**src/rtl/bp_be_dep_tracker.sv**
```systemverilog
// Dispatch-side hazard status pipe: tracks writeback/class info of in-flight instructions
// across five stages and keeps the outstanding memory-credit count for the hazard detector.
module bp_be_dep_tracker #(
    parameter int unsigned stages_p         = 5,
    parameter int unsigned credits_p        = 4,
    parameter int unsigned reg_addr_width_p = 5
) (
    input  logic                                      clk_i,
    input  logic                                      reset_i,
    input  logic                                      dispatch_v_i,
    input  logic [reg_addr_width_p-1:0]               rd_addr_i,
    input  logic                                      irf_w_v_i,
    input  logic                                      frf_w_v_i,
    input  logic [1:0]                                pipe_sel_i,
    input  logic                                      serial_v_i,
    input  logic [2:0]                                kill_i,
    input  logic                                      flush_i,
    input  logic                                      credit_return_i,
    output logic [stages_p*(9+reg_addr_width_p)-1:0]  dep_status_o,
    output logic                                      credits_full_o,
    output logic                                      credits_empty_o,
    output logic                                      credit_err_o
);

    localparam int unsigned EntryW = 9 + reg_addr_width_p;
    localparam int unsigned CntW   = $clog2(credits_p + 1);

    if (stages_p != 5) begin : g_bad_stages
        $error("bp_be_dep_tracker supports exactly 5 stages");
    end

    typedef struct packed {
        logic                        v;
        logic                        serial_v;
        logic                        mem_v;
        logic                        int_iwb_v;
        logic                        mul_iwb_v;
        logic                        mem_iwb_v;
        logic                        fp_iwb_v;
        logic                        mem_fwb_v;
        logic                        fp_fwb_v;
        logic [reg_addr_width_p-1:0] rd_addr;
    } entry_t;

    entry_t            new_entry;
    entry_t            stage_q [stages_p];
    entry_t            stage_d [stages_p];
    logic [3:0]        kill_vec;
    logic              spend;
    logic [CntW-1:0]   count_q, count_d;
    logic              err_q, err_d;

    // Flush behaves as killing stages 0..2; stages 3 and 4 are never killed.
    assign kill_vec = {1'b0, kill_i | {3{flush_i}}};

    always_comb begin
        new_entry = '0;
        if (dispatch_v_i && !flush_i) begin
            new_entry.v         = 1'b1;
            new_entry.serial_v  = serial_v_i;
            new_entry.mem_v     = (pipe_sel_i == 2'd2);
            new_entry.mem_fwb_v = frf_w_v_i && (pipe_sel_i == 2'd2);
            new_entry.fp_fwb_v  = frf_w_v_i && (pipe_sel_i == 2'd3);
            new_entry.rd_addr   = rd_addr_i;
            // Writes to x0 are architecturally dropped, so they carry no iwb hazard.
            if (irf_w_v_i && (rd_addr_i != '0)) begin
                unique case (pipe_sel_i)
                    2'd0: new_entry.int_iwb_v = 1'b1;
                    2'd1: new_entry.mul_iwb_v = 1'b1;
                    2'd2: new_entry.mem_iwb_v = 1'b1;
                    2'd3: new_entry.fp_iwb_v  = 1'b1;
                    default: ;
                endcase
            end
        end
    end

    always_comb begin
        stage_d[0] = new_entry;
        for (int i = 1; i < stages_p; i++) begin
            stage_d[i] = kill_vec[i-1] ? '0 : stage_q[i-1];
        end
    end

    // A memory op commits, and consumes a credit, when it survives the move into stage 2.
    assign spend = stage_q[1].v && stage_q[1].mem_v && !kill_vec[1];

    always_comb begin
        count_d = count_q;
        err_d   = err_q;
        if (spend && !credit_return_i) begin
            if (count_q == CntW'(credits_p)) begin
                err_d = 1'b1;
            end else begin
                count_d = count_q + 1'b1;
            end
        end else if (credit_return_i && !spend) begin
            if (count_q == '0) begin
                err_d = 1'b1;
            end else begin
                count_d = count_q - 1'b1;
            end
        end
    end

    always_ff @(posedge clk_i or posedge reset_i) begin
        if (reset_i) begin
            for (int i = 0; i < stages_p; i++) begin
                stage_q[i] <= '0;
            end
            count_q <= '0;
            err_q   <= 1'b0;
        end else begin
            for (int i = 0; i < stages_p; i++) begin
                stage_q[i] <= stage_d[i];
            end
            count_q <= count_d;
            err_q   <= err_d;
        end
    end

    always_comb begin
        dep_status_o = '0;
        for (int i = 0; i < stages_p; i++) begin
            dep_status_o[i*EntryW +: EntryW] = stage_q[i];
        end
    end

    assign credits_full_o  = (count_q == CntW'(credits_p));
    assign credits_empty_o = (count_q == '0);
    assign credit_err_o    = err_q;

endmodule

```
**config.mk**
```make
export PLATFORM = sky130hd
export DESIGN_NAME = bp_be_dep_tracker
export DESIGN_NICKNAME = d
export VERILOG_FILES = /design/src/rtl/bp_be_dep_tracker.sv
export SDC_FILE = /design/constraint.sdc
export NUM_CORES = 1
export LEC_CHECK = 0
export BUFFER_PORTS_ARGS = -buffer_cell sky130_fd_sc_hd__buf_2
export CAP_MARGIN = 5
export CORE_ASPECT_RATIO = 1.4
export CORE_UTILIZATION = 52
export DETAILED_ROUTE_END_ITERATION = 16
export PLACE_DENSITY = 0.83
export SKIP_LAST_GASP = 1
export SLEW_MARGIN = 5
export SYNTH_ARGS = -nofsm -noshare
export SYNTH_HDL_FRONTEND = slang
export SYNTH_SLANG_ARGS = --single-unit
```
**constraint.sdc**
```tcl
create_clock -name clk_i -period 4.2 [get_ports clk_i]
set_input_delay 0.42 -clock clk_i [delete_from_list [all_inputs] [get_ports clk_i]]
set_output_delay 0.42 -clock clk_i [all_outputs]
set_load 0.05 [all_outputs]
```
==> results of run 1 <==
## report_power, final
part / switching (W) / internal, W
clock: 0.000250 / 0.000351
combinational: 0.000123 / 0.0000504
sequential: 0.0000225 / 0.000732
## path summary, 6_finish.rpt
path | from | end | slack, ns | cells past startpoint
worst min-delay path | reset_i | credit_err_o$_DFFE_PP0P_ | 0.26 | 2
min in group clk_i | pipe_sel_i[1] | dep_status_o[9]$_DFF_PP0_ | 0.28 | 2
max in group asynchronous | reset_i | dep_status_o[43]$_DFF_PP0_ | 3.06 | 3
worst max register to register | dep_status_o[25]$_DFF_PP0_ | count_q[2]$_DFFE_PP0P_ | 2.39 | 7
worst max-delay path | flush_i | count_q[2]$_DFFE_PP0P_ | 1.99 | 9
worst min register to register | dep_status_o[50]$_DFF_PP0_ | dep_status_o[64]$_DFF_PP0_ | 0.37 | 0
## through the flow
stage	hold slack, ns	instances	cell area [um^2]	util [%]
after floorplan	0.355	184	2530	-
after global placement	0.353	319	2950	64.0
after detailed placement	0.358	319	2950	64.0
after CTS	0.266	335	3170	68.9
after global routing	0.289	335	3170	68.9
final	0.263	335	3170	68.9
## cell usage in the layout, fill, tap and decap left out
cell / synthesis / routed
nand3_1: 1 / 1
nor2b_1: 1 / 1
or4_4: 1 / 1
and2_1: 48 / 48
o21ai_1: 1 / 1
clkbuf_8: 0 / 10
o21ai_0: 2 / 2
inv_6: 0 / 1
and2_2: 1 / 1
a41o_1: 1 / 1
nor3_1: 3 / 3
buf_2: 1 / 90
clkinvlp_4: 0 / 2
nor4b_1: 1 / 1
or2_1: 1 / 1
inv_1: 8 / 7
o21ai_4: 1 / 1
nand2_1: 3 / 3
buf_4: 14 / 1
dfrtp_1: 74 / 74
fa_1: 1 / 1
xor2_1: 1 / 1
o31ai_1: 3 / 3
a21oi_1: 2 / 2
nor2_1: 10 / 10
inv_2: 0 / 1
ha_1: 1 / 1
and3_1: 1 / 1
clkinv_2: 0 / 1
bufinv_16: 0 / 2
## area by class of cell
cell class	instances	area, um^2
Sequential cell	74	1850
Clock inverter	6	88.8
Inverter	8	30.0
Timing Repair Buffer	91	458
Multi-Input combinational cell	84	531
Tap cell	62	77.6
Fill cell	350	1430
Clock buffer	10	138
## cells in the mapped netlist
cell type	n	area, um^2
o31ai_1	3	22.5
nor2b_1	1	6.26
nor4b_1	1	8.76
nor2_1	10	37.5
buf_2	1	5.00
o21ai_0	2	10.0
inv_1	8	30.0
fa_1	1	20.0
o21ai_1	1	5.00
nand2_1	3	11.3
nor3_1	3	15.0
and2_2	1	7.51
and3_1	1	6.26
a41o_1	1	10.0
ha_1	1	12.5
xor2_1	1	8.76
a21oi_1	2	10.0
or2_1	1	6.26
o21ai_4	1	16.3
dfrtp_1	74	1850
nand3_1	1	5.00
and2_1	48	300
clkbuf_1	3	11.3
buf_4	14	105
or4_4	1	11.3
## metal layers
metal,vias up,wire length (um),track usage (%)
met1,732,1460,17.4
met5,-,0,0
met2,70,2230,31.2
met4,0,144,14.5
li1,738,-,-
met3,11,290,4.47
## cell families (layout without fill, tap and decap cells)
group           after synthesis  in the layout
compound gates               10             10
flops                        74             74
buf+inv                      26            115
xor+xnor                      1              1
simple gates                 71             71
fa+ha+maj                     2              2
## state kept, by name, summed over array words and instances, names as in the netlist
register      cells
dep_status_o     70
count_q           3
credit_err_o      1
## worst max-delay path: stages
cell	delay, ns
buf_2	0.13
nor2_1	0.49
and3_1	0.24
ha_1	0.26
inv_1	0.08
fa_1	0.42
o31ai_1	0.22
a41o_1	0.12
o31ai_1	0.06
==> summary.md, run 1 <==
| Metric | Value |
|---|---|
| Run status | `completed` |
| Vias per cell | `4.63` |
| Starting DRC count in detailed routing | `49` |
| Final slew viol count | `0` |
| DP HPWL | `3060 um` |
| Number of global-route vias before repair | `1,551` |
| Fin crit period | `2.21 ns` |
| Initial antenna violation count | `0` |
| Die Wd | `61.0 um` |
| XOR/XNOR share of the synthesized area | `0.346%` |
| TNS Setup | `0 ns` |
| Post-CTS setup buffers | `0` |
| Skew-Pair Late Insertion Delay | `0.34 ns` |
| WL final | `4120 um` |
| Synth Area in Compound Gates | `2.91%` |
| CTS tree | `built` |
| Port-buffer cells | `90` |
| DP Worst Slack | `1.63 ns` |
| Post-Syn Area per Cell | `13.8 um^2` |
| All-Layer GR Usage | `18.2%` |
| Syn nets | `204` |
| #FFs+latches synth | `74` |
| H-tree levels | `3` |
| Final WS setup | `1.99 ns` |
| CTS Buf Count | `9` |
| DIE AREA | `5160 um^2` |
| Skew final | `0.00814 ns` |
| Ys Warns | `0` |
| CP max FO | `15` |
| Vias | `1,551` |
| # resized after CTS | `0` |
| Area grow syn2layout | `25.3%` |
| Placement row count | `29` |
| Final setup fails | `0` |
| Share of layout cells above drive strength 1 | `40.7%` |
| Post-synthesis cell count | `184` |
| WL/cell | `12.3 um` |
| Grt ovf | `0` |
| DR DRC count | `0` |
| WP data required | `4.42 ns` |
| # diodes | `0` |
| Synth Area in Simple Gates | `16.4%` |
| Startpoint Class | `primary input` |
| Worst-Margin Slew | `0.893 ns` |
| Final period util | `52.7%` |
| Main combinational cell family by area after synthesis | `simple AND/OR/NAND/NOR gates` |
| Fmax | `0.452 GHz` |
| Synth Area in Adders | `1.28%` |
| Core region area | `4610 um^2` |
| Largest net degree at the start of global routing | `48` |
| Clock Path Buffers | `2` |
| # IOs | `91` |
| Library cells used by synthesis | `25` |
| Max-cap violations | `0` |
| RSZ-0062 raised after global routing | `false` |
| Clock Tree Root | `clkbuf_8` |
| Mux share of post-synthesis cell area | `0%` |
| Die Ht | `84.6 um` |
| Fin nets | `288` |
| P_leak | `1.86 nW` |
| Final Hold Fails | `0` |
| Clock net sink count | `74` |
| Maximum vdd ir drop | `0.250 mV` |
| Clock-pin slew on the worst setup and hold paths | `0.08 ns` |
| Rel. slew slack | `40.4%` |
| Tightest Hold Check Type | `primary input to async pin` |
| Total power | `0.00153 W` |
| Post-Syn Area | `2530 um^2` |
| Placer Congestion | `0.812` |
| PwrDens | `482 nW/um^2` |
| Sequential element share of the synthesized area | `73.1%` |
| Initial Utilization | `55.0%` |
| Cts hold-fix bufs | `0` |
| Critical path endpoint category | `flip-flop` |
| First-pass GRT wire length | `6480 um` |
| Post-DRT Antenna Nets | `0` |
| CP Data Arrival Time | `2.44 ns` |
| Critical path class | `primary input to flip-flop` |
| DRT Pass-1 Iters | `4` |
(Power assumes the default switching activity.)
==> inputs of run 2 (changes only) <==
--- a/config.mk
+++ b/config.mk
@@ -8,9 +8,9 @@
 export BUFFER_PORTS_ARGS = -buffer_cell sky130_fd_sc_hd__buf_2
 export CAP_MARGIN = 5
 export CORE_ASPECT_RATIO = 1.4
-export CORE_UTILIZATION = 52
+export CORE_UTILIZATION = 48
 export DETAILED_ROUTE_END_ITERATION = 16
-export PLACE_DENSITY = 0.83
+export PLACE_DENSITY = 0.78
 export SKIP_LAST_GASP = 1
 export SLEW_MARGIN = 5
 export SYNTH_ARGS = -nofsm -noshare
==> constraint.sdc (replaced) <==
create_clock -name clk_i -period 2.3 [get_ports clk_i]
set_input_delay 0.23 -clock clk_i [delete_from_list [all_inputs] [get_ports clk_i]]
set_output_delay 0.23 -clock clk_i [all_outputs]
set_load 0.05 [all_outputs]
==> summary.md, run 2 (synthesis gave the netlist of run 1 again) <==
| Metric | Value |
|---|---|
| WL/cell | `12.3 um (about the same)` |
| WL final | `4180 um (was 4120 um)` |
| Initial Utilization | `51.1% (was 55.0%)` |
| RSZ-0062 raised after global routing | `false (unchanged)` |
| CP Data Arrival Time | `2.13 ns (was 2.44 ns)` |
| Hold path cells | `2` |
| H-tree levels | `3 (unchanged)` |
| Clk pwr share | `39.2% (was 39.3%)` |
| Top delay family on crit path | `adder cells (was simple AND/OR/NAND/NOR gates)` |
| Post-DRT Antenna Nets | `0 (unchanged)` |
| Buf/Inv on CP | `1 (was 2)` |
| R2r setup slk | `0.39 ns (was 2.39 ns)` |
| Placer Congestion | `0.815 (was 0.812)` |
| Number of global-route vias before repair | `1,527 (was 1,551)` |
| Fin nets | `290 (was 288)` |
| Switching share of power | `26.6% (was 25.9%)` |
| Rel. slew slack | `57.3% (was 40.4%)` |
| Initial antenna violation count | `0 (unchanged)` |
| TNS Setup | `0 ns (unchanged)` |
| Largest net degree at the start of global routing | `47 (was 48)` |
| Skew final | `0.0111 ns (was 0.00814 ns)` |
| Hold endpoint | `dep_status_o[10]$_DFF_PP0_` |
| All-Layer GR Usage | `16.9% (was 18.2%)` |
| Startpoint Class | `flip-flop (was primary input)` |
| Clock Path Buffers | `2 (unchanged)` |
| Sequential power share | `49.3% (about the same)` |
| Crit-path max cell delay | `0.43 ns (was 0.49 ns)` |
| Crit-path slowest cell | `fa_1 (was nor2_1)` |
| Most frequent cells in the layout | `90 x buf_2, 74 x dfrtp_1, 48 x and2_1 (unchanged)` |
| Clock net sink count | `74 (unchanged)` |
| Max-cap violations | `0 (unchanged)` |
| Grt ovf | `0 (unchanged)` |
| Share of layout cells above drive strength 1 | `40.7% (about the same)` |
| Vias | `1,551 (unchanged)` |
| Most common cell after layout, fill and taps aside | `buf_2 (unchanged)` |
| Critical path class | `flip-flop to flip-flop (was primary input to flip-flop)` |
| Final period util | `83.1%` |
| WP data required | `2.51 ns (was 4.42 ns)` |
| # IOs | `91 (unchanged)` |
| DP Worst Slack | `0.226 ns (was 1.63 ns)` |
| Run status | `completed (unchanged)` |
| Clock Tree Root | `clkbuf_8 (unchanged)` |
| DR DRC count | `0 (unchanged)` |
| Core region area | `4950 um^2 (was 4610 um^2)` |
| First-pass GRT wire length | `6800 um (was 6480 um)` |
| Most frequent CP cell | `o31ai_1 (unchanged)` |
| Skew-Pair Late Insertion Delay | `0.34 ns (about the same)` |
| Final slew viol count | `0 (unchanged)` |
| Post-CTS setup buffers | `0 (unchanged)` |
| CTS Buf Count | `9 (unchanged)` |
| Final setup fails | `0 (unchanged)` |
| Area grow syn2layout | `26.4% (was 25.3%)` |
| Comb pwr share | `11.5% (was 11.4%)` |
| Starting DRC count in detailed routing | `47 (was 49)` |
| Critical path endpoint category | `flip-flop (unchanged)` |
| RR Endpoint | `count_q[2]$_DFFE_PP0P_ (unchanged)` |
| CP max FO | `6 (was 15)` |
| Final WS setup | `0.388 ns (was 1.99 ns)` |
| Placement row count | `30 (was 29)` |
| DRT Pass-1 Iters | `4 (unchanged)` |
| CTS tree | `built (unchanged)` |
| Internal power | `0.00205 W (was 0.00113 W)` |
| Final Hold Fails | `0 (unchanged)` |
| Max reg flops | `70 (unchanged)` |
| RR Startpoint | `dep_status_o[27]$_DFF_PP0_ (was dep_status_o[25]$_DFF_PP0_)` |
| # diodes | `0 (unchanged)` |
| Sw Pwr | `0.000744 W (was 0.000396 W)` |
| Die Ht | `88.0 um (was 84.6 um)` |
| Fin crit period | `1.91 ns` |
| Reg2Reg Depth | `7 (unchanged)` |
| DP HPWL | `3200 um (was 3060 um)` |
| Critical Path, Cell by Cell | `and3_1 > ha_1 > inv_1 > fa_1 > o31ai_1 > a41o_1 > o31ai_1 (was buf_2 > nor2_1 > and3_1 > ha_1 > inv_1 > fa_1 > o31ai_1 > a41o_1 > o31ai_1)` |
| Worst Hold Margin | `0.0948 ns (was 0.263 ns)` |
| Fmax | `0.523 GHz` |
| PwrDens | `874 nW/um^2 (was 482 nW/um^2)` |
| Fin util | `64.6% (was 68.9%)` |
| Die Wd | `63.4 um (was 61.0 um)` |
| P_leak | `1.88 nW (was 1.86 nW)` |
| Worst-Margin Slew | `0.638 ns (was 0.893 ns)` |
| Clock-pin slew on the worst setup and hold paths | `0.07 ns (was 0.08 ns)` |
| Total power | `0.00280 W (was 0.00153 W)` |
| Hold_sp | `pipe_sel_i[1]` |
| Tightest Hold Check Type | `primary input to flip-flop (was primary input to async pin)` |
| Vias per cell | `4.58 (was 4.63)` |
| DIE AREA | `5580 um^2 (was 5160 um^2)` |
| Maximum vdd ir drop | `0.465 mV (was 0.250 mV)` |
| Port-buffer cells | `90 (unchanged)` |
## run 2: cell count changes in the layout (fill, tap and decap cells not counted)
cell / delta
clkbuf_8: -1
inv_6: +2
clkinvlp_4: -1
dlygate4sd3_1: +1
buf_12: +1
## run 2: what timing repair did
action / 4_1_cts / 5_1_grt
resized for setup: 0 / 0
hold buffers: 1 / 0
endpoints found under the hold margin: 28 / 0
## run 2: worst max-delay path by stage
stage	to	cells after the start	start	slack [ns]
after floorplan	count_q[0]$_DFFE_PP0P_	1	reset_i	0.19
after global placement	count_q[2]$_DFFE_PP0P_	9	flush_i	0.39
after detailed placement	count_q[2]$_DFFE_PP0P_	9	flush_i	0.23
after CTS	count_q[2]$_DFFE_PP0P_	7	dep_status_o[27]$_DFF_PP0_	0.41
after global routing	count_q[2]$_DFFE_PP0P_	7	dep_status_o[25]$_DFF_PP0_	0.27
final	count_q[2]$_DFFE_PP0P_	7	dep_status_o[27]$_DFF_PP0_	0.39
## run 2: routing by layer
metal	wire [um]	vias to the layer above	part of all wire [%]	GRT usage, %
li1	-	735	-	-
met2	2100	78	50	26.9
met3	315	15	7.5	4.04
met4	196	0	4.7	16.1
met1	1570	723	38	18.5
met5	0	-	0	0
## run 2: area by class of cell
| class | instances | area (um^2) |
|---|---|---|
| clock buffers | 9 | 124 |
| fillers | 408 | 1750 |
| repair buffers | 93 | 488 |
| clock inverters | 7 | 98.8 |
| well taps | 64 | 80.1 |
| inverters | 8 | 30.0 |
| multi-input cells | 84 | 531 |
| flip-flops and latches | 74 | 1850 |
## run 2: per-stage QoR
stage                     instance area [um^2]  cells
after detailed placement                  2970    322
after global placement                    2970    322
after floorplan                           2530    184
after global routing                      3200    339
final                                     3200    339
after CTS                                 3200    339
## run 2: worst register-to-register path: stages (launching register included)
cell and delay [ns]:
dfrtp_1 0.35, and3_1 0.18, ha_1 0.27, inv_1 0.09
fa_1 0.43, o31ai_1 0.28, a41o_1 0.14, o31ai_1 0.07
## run 2: power by group through the flow
| stage | clock, W | sequential [W] | combinational, W |
|---|---|---|---|
| after floorplan | 0 | 0.00143 | 0.000202 |
| after global placement | 0 | 0.00140 | 0.000309 |
| after detailed placement | 0 | 0.00140 | 0.000325 |
| after CTS | 0.00112 | 0.00138 | 0.000326 |
| after global routing | 0.00118 | 0.00139 | 0.000359 |
| final | 0.00110 | 0.00138 | 0.000323 |
